**config.mk**
```make
export PLATFORM = sky130hd
export DESIGN_NAME = reg_file_param
export DESIGN_NICKNAME = d
export VERILOG_FILES = /design/src/rtl/reg_file_param.sv
export SDC_FILE = /design/constraint.sdc
export NUM_CORES = 1
export LEC_CHECK = 0
export BUFFER_PORTS_ARGS = -buffer_cell sky130_fd_sc_hd__buf_4
export CORE_ASPECT_RATIO = 1.2
export CORE_UTILIZATION = 25
export CTS_BUF_LIST = sky130_fd_sc_hd__clkbuf_8
export CTS_CLUSTER_DIAMETER = 60
export CTS_CLUSTER_SIZE = 24
export DETAILED_ROUTE_END_ITERATION = 10
export MAX_ROUTING_LAYER = met4
export PLACE_DENSITY = 0.49
export SETUP_SLACK_MARGIN = 0.1
export SLEW_MARGIN = 15
export SYNTH_ARGS = -nofsm -noshare
export SYNTH_HDL_FRONTEND = slang
export SYNTH_SLANG_ARGS = --single-unit
```
**constraint.sdc**
```tcl
create_clock -name CLK -period 4 [get_ports CLK]
set_clock_uncertainty 0.15 [all_clocks]
set_input_delay 0.8 -clock CLK [delete_from_list [all_inputs] [get_ports CLK]]
set_output_delay 0.8 -clock CLK [all_outputs]
set_load 0.01 [all_outputs]
```
**src/rtl/reg_file_param.sv**
```systemverilog
// Parametrised register file: two combinational read ports, one synchronous write port,
// optional write-to-read bypass and zero register, plus a one-entry-per-cycle clear engine.
module reg_file_param #(
    parameter int DATA_W   = 8,
    parameter int ADDR_W   = 3,
    parameter int ZERO_REG = 0,
    parameter int BYPASS   = 1
) (
    input  logic              CLK,
    input  logic              RESET,
    input  logic [DATA_W-1:0] IN,
    input  logic [ADDR_W-1:0] INADDRESS,
    input  logic              WRITE,
    input  logic [ADDR_W-1:0] OUT1ADDRESS,
    input  logic [ADDR_W-1:0] OUT2ADDRESS,
    output logic [DATA_W-1:0] OUT1,
    output logic [DATA_W-1:0] OUT2,
    input  logic              CLEAR_REQ,
    output logic              BUSY,
    output logic              WR_DROP
);
    localparam int DEPTH = 1 << ADDR_W;

    typedef enum logic {IDLE = 1'b0, CLEAR = 1'b1} state_t;

    state_t            state, state_nxt;
    logic [ADDR_W-1:0] cidx, cidx_nxt;
    logic [DATA_W-1:0] regs [DEPTH];
    logic              clr_en;
    logic              zero_wr;
    logic              wr_acc;
    logic              drop_nxt;

    assign zero_wr  = (ZERO_REG != 0) && (INADDRESS == '0);
    // A clear request in IDLE wins over a coincident write.
    assign wr_acc   = WRITE && !RESET && (state == IDLE) && !CLEAR_REQ && !zero_wr;
    assign drop_nxt = WRITE && ((state == CLEAR) || CLEAR_REQ || zero_wr);

    always_comb begin
        state_nxt = state;
        cidx_nxt  = cidx;
        clr_en    = 1'b0;
        case (state)
            IDLE: begin
                if (CLEAR_REQ) begin
                    state_nxt = CLEAR;
                    cidx_nxt  = '0;
                end
            end
            CLEAR: begin
                clr_en   = 1'b1;
                cidx_nxt = cidx + 1'b1;
                if (&cidx) state_nxt = IDLE;
            end
            default: state_nxt = IDLE;
        endcase
    end

    always_ff @(posedge CLK) begin
        if (RESET) begin
            state   <= IDLE;
            cidx    <= '0;
            BUSY    <= 1'b0;
            WR_DROP <= 1'b0;
        end else begin
            state   <= state_nxt;
            cidx    <= cidx_nxt;
            BUSY    <= (state_nxt == CLEAR);
            WR_DROP <= drop_nxt;
        end
    end

    always_ff @(posedge CLK) begin
        if (RESET) begin
            for (int i = 0; i < DEPTH; i++) regs[i] <= '0;
        end else if (clr_en) begin
            regs[cidx] <= '0;
        end else if (wr_acc) begin
            regs[INADDRESS] <= IN;
        end
    end

    // Zero register overrides bypass, so it is applied last.
    always_comb begin
        OUT1 = regs[OUT1ADDRESS];
        if ((BYPASS != 0) && wr_acc && (OUT1ADDRESS == INADDRESS)) OUT1 = IN;
        if ((ZERO_REG != 0) && (OUT1ADDRESS == '0)) OUT1 = '0;
    end

    always_comb begin
        OUT2 = regs[OUT2ADDRESS];
        if ((BYPASS != 0) && wr_acc && (OUT2ADDRESS == INADDRESS)) OUT2 = IN;
        if ((ZERO_REG != 0) && (OUT2ADDRESS == '0)) OUT2 = '0;
    end
endmodule
```
==> results_dict.tcl, run 1 <==
set metrics [dict create \
    fill_cells 1609 \
    hold_buffers 0 \
    nets 335 \
    holdWs_ns 0.412 \
    cts_tree "yes" \
    totalWireLength_microns 10600 \
    portBuffers 38 \
    holdPathStages 2 \
    place_inst 509 \
    dpl_worst_slack_ns 0.587 \
    synth_edf_count 64 \
    slew_violations 0 \
    antenna_found_initial 0 \
    grt_busiest_layer "met2" \
    dpl-instance-area_sq_mm 0.00457 \
    period_needed_ns 3.39 \
    hold_path_class "flop to flop" \
    syn_to_final_growth_pct 16.8 \
    fin_setup_tns_ns 0 \
    cts_htree_levels 3 \
    grt_remaining_overflow 0 \
    min-delay-start "cidx[0]" \
    core_sq_mm 0.0158 \
    layout.cells.non_filler 525 \
    start_util 0.259 \
    postSynthAreaPerCell_sq_um 14.8 \
    grt_start_max_net_pins 26 \
    antenna_cells 0 \
    maxCapViolCount 0 \
    status "finished clean" \
    worst_slack_ns 0.608 \
    setup_viol 0 \
    regToRegStartpoint "state" \
    cts.sinks 69 \
    crit_fanout 17 \
    ys_async_sr_fraction 0 \
    critPathKind "input pin to primary output" \
    worstPathArrival_ns 2.44 \
    yosys-top-cells-count "edfxtp_1 (64), nor3_1 (64), mux2_2 (33), mux4_1 (32), nand2_1 (11)" \
    met3_usage 0.0224 \
    final_area_sq_mm 0.00479 \
    end_kind "primary output" \
    cts_made_buffers 9 \
    grt_pass1_wl_microns 16100 \
    avgViaCountPerCell 4.94 \
    ff2ff_path_depth 5 \
    synth_top_cell_by_area "edfxtp_1" \
    required_ns 3.05 \
    cts_root_buf "clkbuf_8" \
    cts-resized-gates 0 \
    crit_path_start_kind "input pin" \
    grt_pass1_vias 2732 \
    rsz0062_at_grt "false" \
    peakVddDrop_uv 134 \
    power_leakage_nw 1.71 \
    r2r-end "regs[4][7]" \
    powerDensity_mw_per_mm2 358 \
    tightestPinTransition_ns 1.11 \
    drt_iter0_drc 171 \
    timing.final.crit_share 0.848 \
    clkTransAtPathRegs_ns 0.09 \
    placementRows 50 \
    gp_congestion 0.745 \
    io_pins 39 \
    ys_types 26 \
    ys_seq_elements 69 \
    post-dp-hpwl_microns 7180 \
    slew_headroom 0.258 \
    hold_end "cidx[0]" \
    num_vias 2593 \
    dieWidth_microns 119 \
    ant_nets 0 \
    hold_viol 0 \
    cts_setup_buffers 0 \
    grt_usage 0.134 \
    use_met1 0.185 \
    clk-insertion-delay-late_ns 0.35 \
    worst-r2r-setup-slack_ns 1.17 \
    drc 0 \
    clockBufferDepth 2 \
    synth_fp_nets 300 \
    chipHeight_microns 142 \
    synth_cells 277 \
    syn_area_sq_mm 0.00410 \
    synth.top_cell.area_share 0.468 \
    synth_ff_type "edfxtp_1" \
    max_freq_ghz 0.295 \
    dieArea_sq_mm 0.0169 \
    ys_warn_count 0 \
    first_pass_iters 4 \
    avgRoutedWirePerCell_microns 20.2 \
    final_layout_size_suffix_gt1_frac 0.319 \
    synth-seq-area-share 0.493 \
    netlist_top_cells_area "edfxtp_1 (47%), mux4_1 (20%), mux2_2 (9.1%), nor3_1 (7.8%), dfxtp_1 (2.4%)" \
    met2_usage 0.200 \
]
## cell type report
cell class,count,area [sq um],share of cell area
Timing Repair Buffer,48,360,0.0752
Tap cell,208,260,0.0543
Clock buffer,9,124,0.0258
Multi-Input combinational cell,184,1930,0.402
Clock inverter,7,97.6,0.0204
Sequential cell,69,2020,0.422
## worst max-delay path: stages
cell	delay, ns
buf_4	0.28
mux4_1	0.64
mux2_2	0.29
mux2_2	0.27
buf_4	0.14
## power breakdown
part	total [mW]	internal (mW)	switching, mW
clock	0.632	0.354	0.278
sequential	0.831	0.815	0.0158
combinational	0.251	0.124	0.127
## per-layer routing
| metal | vias up | wire length, microns |
|---|---|---|
| li1 | 1214 | - |
| met1 | 1260 | 4520 |
| met2 | 111 | 4980 |
| met3 | 8 | 979 |
| met4 | 0 | 149 |
| met5 | - | 0 |
## worst max-delay path by stage
| stage | startpoint | endpoint | slack, ns | depth (start not counted) |
|---|---|---|---|---|
| after global routing | OUT2ADDRESS[0] | OUT2[2] | 0.58 | 5 |
| after CTS | OUT2ADDRESS[0] | OUT2[3] | 0.62 | 5 |
| after detailed placement | RESET | regs[4][2] | 0.59 | 6 |
| final | OUT2ADDRESS[0] | OUT2[3] | 0.61 | 5 |
| after floorplan | OUT1ADDRESS[0] | OUT1[0] | 0.93 | 5 |
| after global placement | RESET | regs[4][2] | 0.60 | 6 |
## layout by cell type (no fill, tap or decap), drive strengths merged, types with 3 or more instances in the layout
cell,instances
dfxtp,5
clkbuf,9
mux4,32
nor2,6
nor2b,5
a21oi,3
mux2i,3
o21bai,9
buf,48
edfxtp,64
xnor2,6
nand2,11
nor3b,3
nor3,64
mux2,33
## registers in the layout, indices dropped and copies added, names as in the netlist
signal	flops
regs	64
cidx	3
state	1
WR_DROP	1
## cells by family (layout without fill, tap and decap cells)
kind of cell,count (synthesis),after routing,synth area share
adders and majority gates,2,2,0.00610
and+or+nand+nor,94,94,0.123
xor gates and xnor gates,6,6,0.0128
DFF,69,69,0.493
muxes,68,68,0.303
AOI/OAI and AO/OA,14,14,0.0238
buffers and inverters,24,64,0.0384
## through the flow
step	util	total power [mW]
floorplan	-	1.00
global placement	0.289	1.10
detailed placement	0.289	1.10
CTS	0.303	1.73
global route	0.303	1.78
finish	0.303	1.71
Power figures use the tool's default switching activity.
==> run 2, diff against run 1 <==
Clock period 4 ns to 3.3 ns, I/O delays scaled along.
==> run 2 against run 1 <==
  * Final cell count rose by 1.5%
  * Combinational power grew 25%
  * Register-to-register slack lost 0.47 ns
  * Design area is 0.10% higher
  * Sequential cell count stayed put
  * Die area unchanged
  * Utilization hardly changed
  * Sequential share of layout area barely moved
  * Critical endpoint is now OUT1[3]
  * First-iteration DRC count increased by 1.8%
  * Critical path depth is the same
  * Sequential power is 22% higher
==> results_dict.tcl, run 2 (synthesized netlist as in run 1, its figures left out) <==
set metrics [dict create \
    power_leakage_nw 1.72 \
    end_kind "primary output" \
    tightestPinTransition_ns 1.15 \
    layout.cells.non_filler 533 \
    post-dp-hpwl_microns 7740 \
    swShare 0.268 \
    cts_tree "yes" \
    fin_setup_tns_ns 0 \
    cts_root_buf "clkbuf_8" \
    fill_cells 1596 \
    worstPathCellList "buf_4 -> mux4_1 -> mux2_2 -> mux2_2 -> buf_4" \
    dieWidth_microns 119 \
    gp_congestion 0.749 \
    rsz0062_at_grt "false" \
    antenna_found_initial 0 \
    cts-resized-gates 0 \
    peakVddDrop_uv 165 \
    worst-r2r-setup-slack_ns 0.70 \
    reg.largest.list "regs: 64 flops, cidx: 3 flops" \
    portBuffers 38 \
    hold_buffers 0 \
    avgViaCountPerCell 5.09 \
    chipHeight_microns 142 \
    cts.sinks 69 \
    dieArea_sq_mm 0.0169 \
    grt_pass1_wl_microns 17300 \
    path_delay_family "multiplexers" \
    p_clk_frac 0.313 \
    largest_reg_flops 64 \
    netSwitchingPower_uw 515 \
    slowest_stage "mux4_1" \
    nets 343 \
    crit_start "OUT1ADDRESS[0]" \
    clk-insertion-delay-late_ns 0.35 \
    status "finished clean" \
    p_comb_frac 0.163 \
    cp_num_buf_inv 2 \
    io_pins 39 \
    core_sq_mm 0.0158 \
    final_layout_size_suffix_gt1_frac 0.332 \
    endpoint "OUT1[3]" \
    top_register "regs" \
    syn_to_final_growth_pct 16.9 \
    cts_setup_buffers 0 \
    grt_start_max_net_pins 21 \
    timing.final.crit_share 0.941 \
    slew_headroom 0.233 \
    setup_viol 0 \
    drt_iter0_drc 174 \
    cts_htree_levels 3 \
    ant_nets 0 \
    ff2ff_path_depth 4 \
    grt_remaining_overflow 0 \
    crit_fanout 17 \
    maxCapViolCount 0 \
    intPower_mw 1.41 \
    cts_made_buffers 9 \
    regToRegStartpoint "state" \
    crit_path_start_kind "input pin" \
    max_freq_ghz 0.322 \
    hold_viol 0 \
    powerDensity_mw_per_mm2 401 \
    grt_usage 0.145 \
    start_util 0.259 \
    r2r-end "regs[0][0]" \
    grt_pass1_vias 2859 \
    layout_common_cells "nor3_1 (64), edfxtp_1 (64), buf_4 (56)" \
    path_depth 5 \
    avgRoutedWirePerCell_microns 21.4 \
    seqPwrFrac 0.523 \
    totalWireLength_microns 11400 \
    num_vias 2713 \
    slew_violations 0 \
    required_ns 2.49 \
    drc 0 \
    clockBufferDepth 2 \
    antenna_cells 0 \
    placementRows 50 \
    hold_path_class "flop to flop" \
    clkTransAtPathRegs_ns 0.08 \
    place_inst 517 \
    cpPeakStageDelay_ns 0.61 \
    period_needed_ns 3.11 \
    worstPathArrival_ns 2.30 \
    first_pass_iters 4 \
    critPathKind "input pin to primary output" \
]
## run 2: area by class of cell
type | count | area, sq um | share of cell area
clock buffers | 9 | 124 | 0.0258
repair buffers | 56 | 420 | 0.0876
clock inverters | 7 | 42.5 | 0.00887
multi-input cells | 184 | 1930 | 0.402
flip-flops and latches | 69 | 2020 | 0.421
well taps | 208 | 260 | 0.0543
## run 2: power groups by stage
stage | registers (mW) | clock network (mW) | logic [mW]
finish | 1.01 | 0.603 | 0.314
floorplan | 1.02 | 0 | 0.196
global placement | 1.02 | 0 | 0.315
detailed placement | 1.03 | 0 | 0.316
global route | 1.01 | 0.648 | 0.336
CTS | 1.01 | 0.610 | 0.318
## run 2: worst register-to-register path: stages, from the launching register on
cell,delay [ns]
dfxtp_1,0.44
nor4b_4,0.31
buf_4,0.24
mux2i_1,0.17
o21bai_1,0.88
## run 2: metal layers
layer,global-route usage,routed length (microns)
met1,0.180,4990
met3,0.0176,611
met5,-,0
met2,0.243,5590
met4,0.0526,199
## run 2: worst min path at each step
stage	from	endpoint	slack, ns	depth (start not counted)
5_1_grt	WRITE	WR_DROP	0.45	2
6_report	cidx[0]	cidx[0]	0.41	2
3_3_place_gp	cidx[0]	cidx[0]	0.40	2
4_1_cts	cidx[0]	cidx[0]	0.41	2
3_5_place_dp	cidx[0]	cidx[0]	0.40	2
2_1_floorplan	cidx[0]	cidx[0]	0.36	2
## run 2: per-stage QoR
stage	power (mW)	hold slack, ns	setup slack (ns)	util	instance area [sq um]
after floorplan	1.21	0.360	0.512	-	4100
after global placement	1.34	0.396	0.178	0.293	4630
after detailed placement	1.34	0.399	0.179	0.293	4630
after CTS	1.93	0.412	0.172	0.303	4800
after global routing	2.00	0.448	0.151	0.303	4800
final	1.92	0.413	0.194	0.303	4800
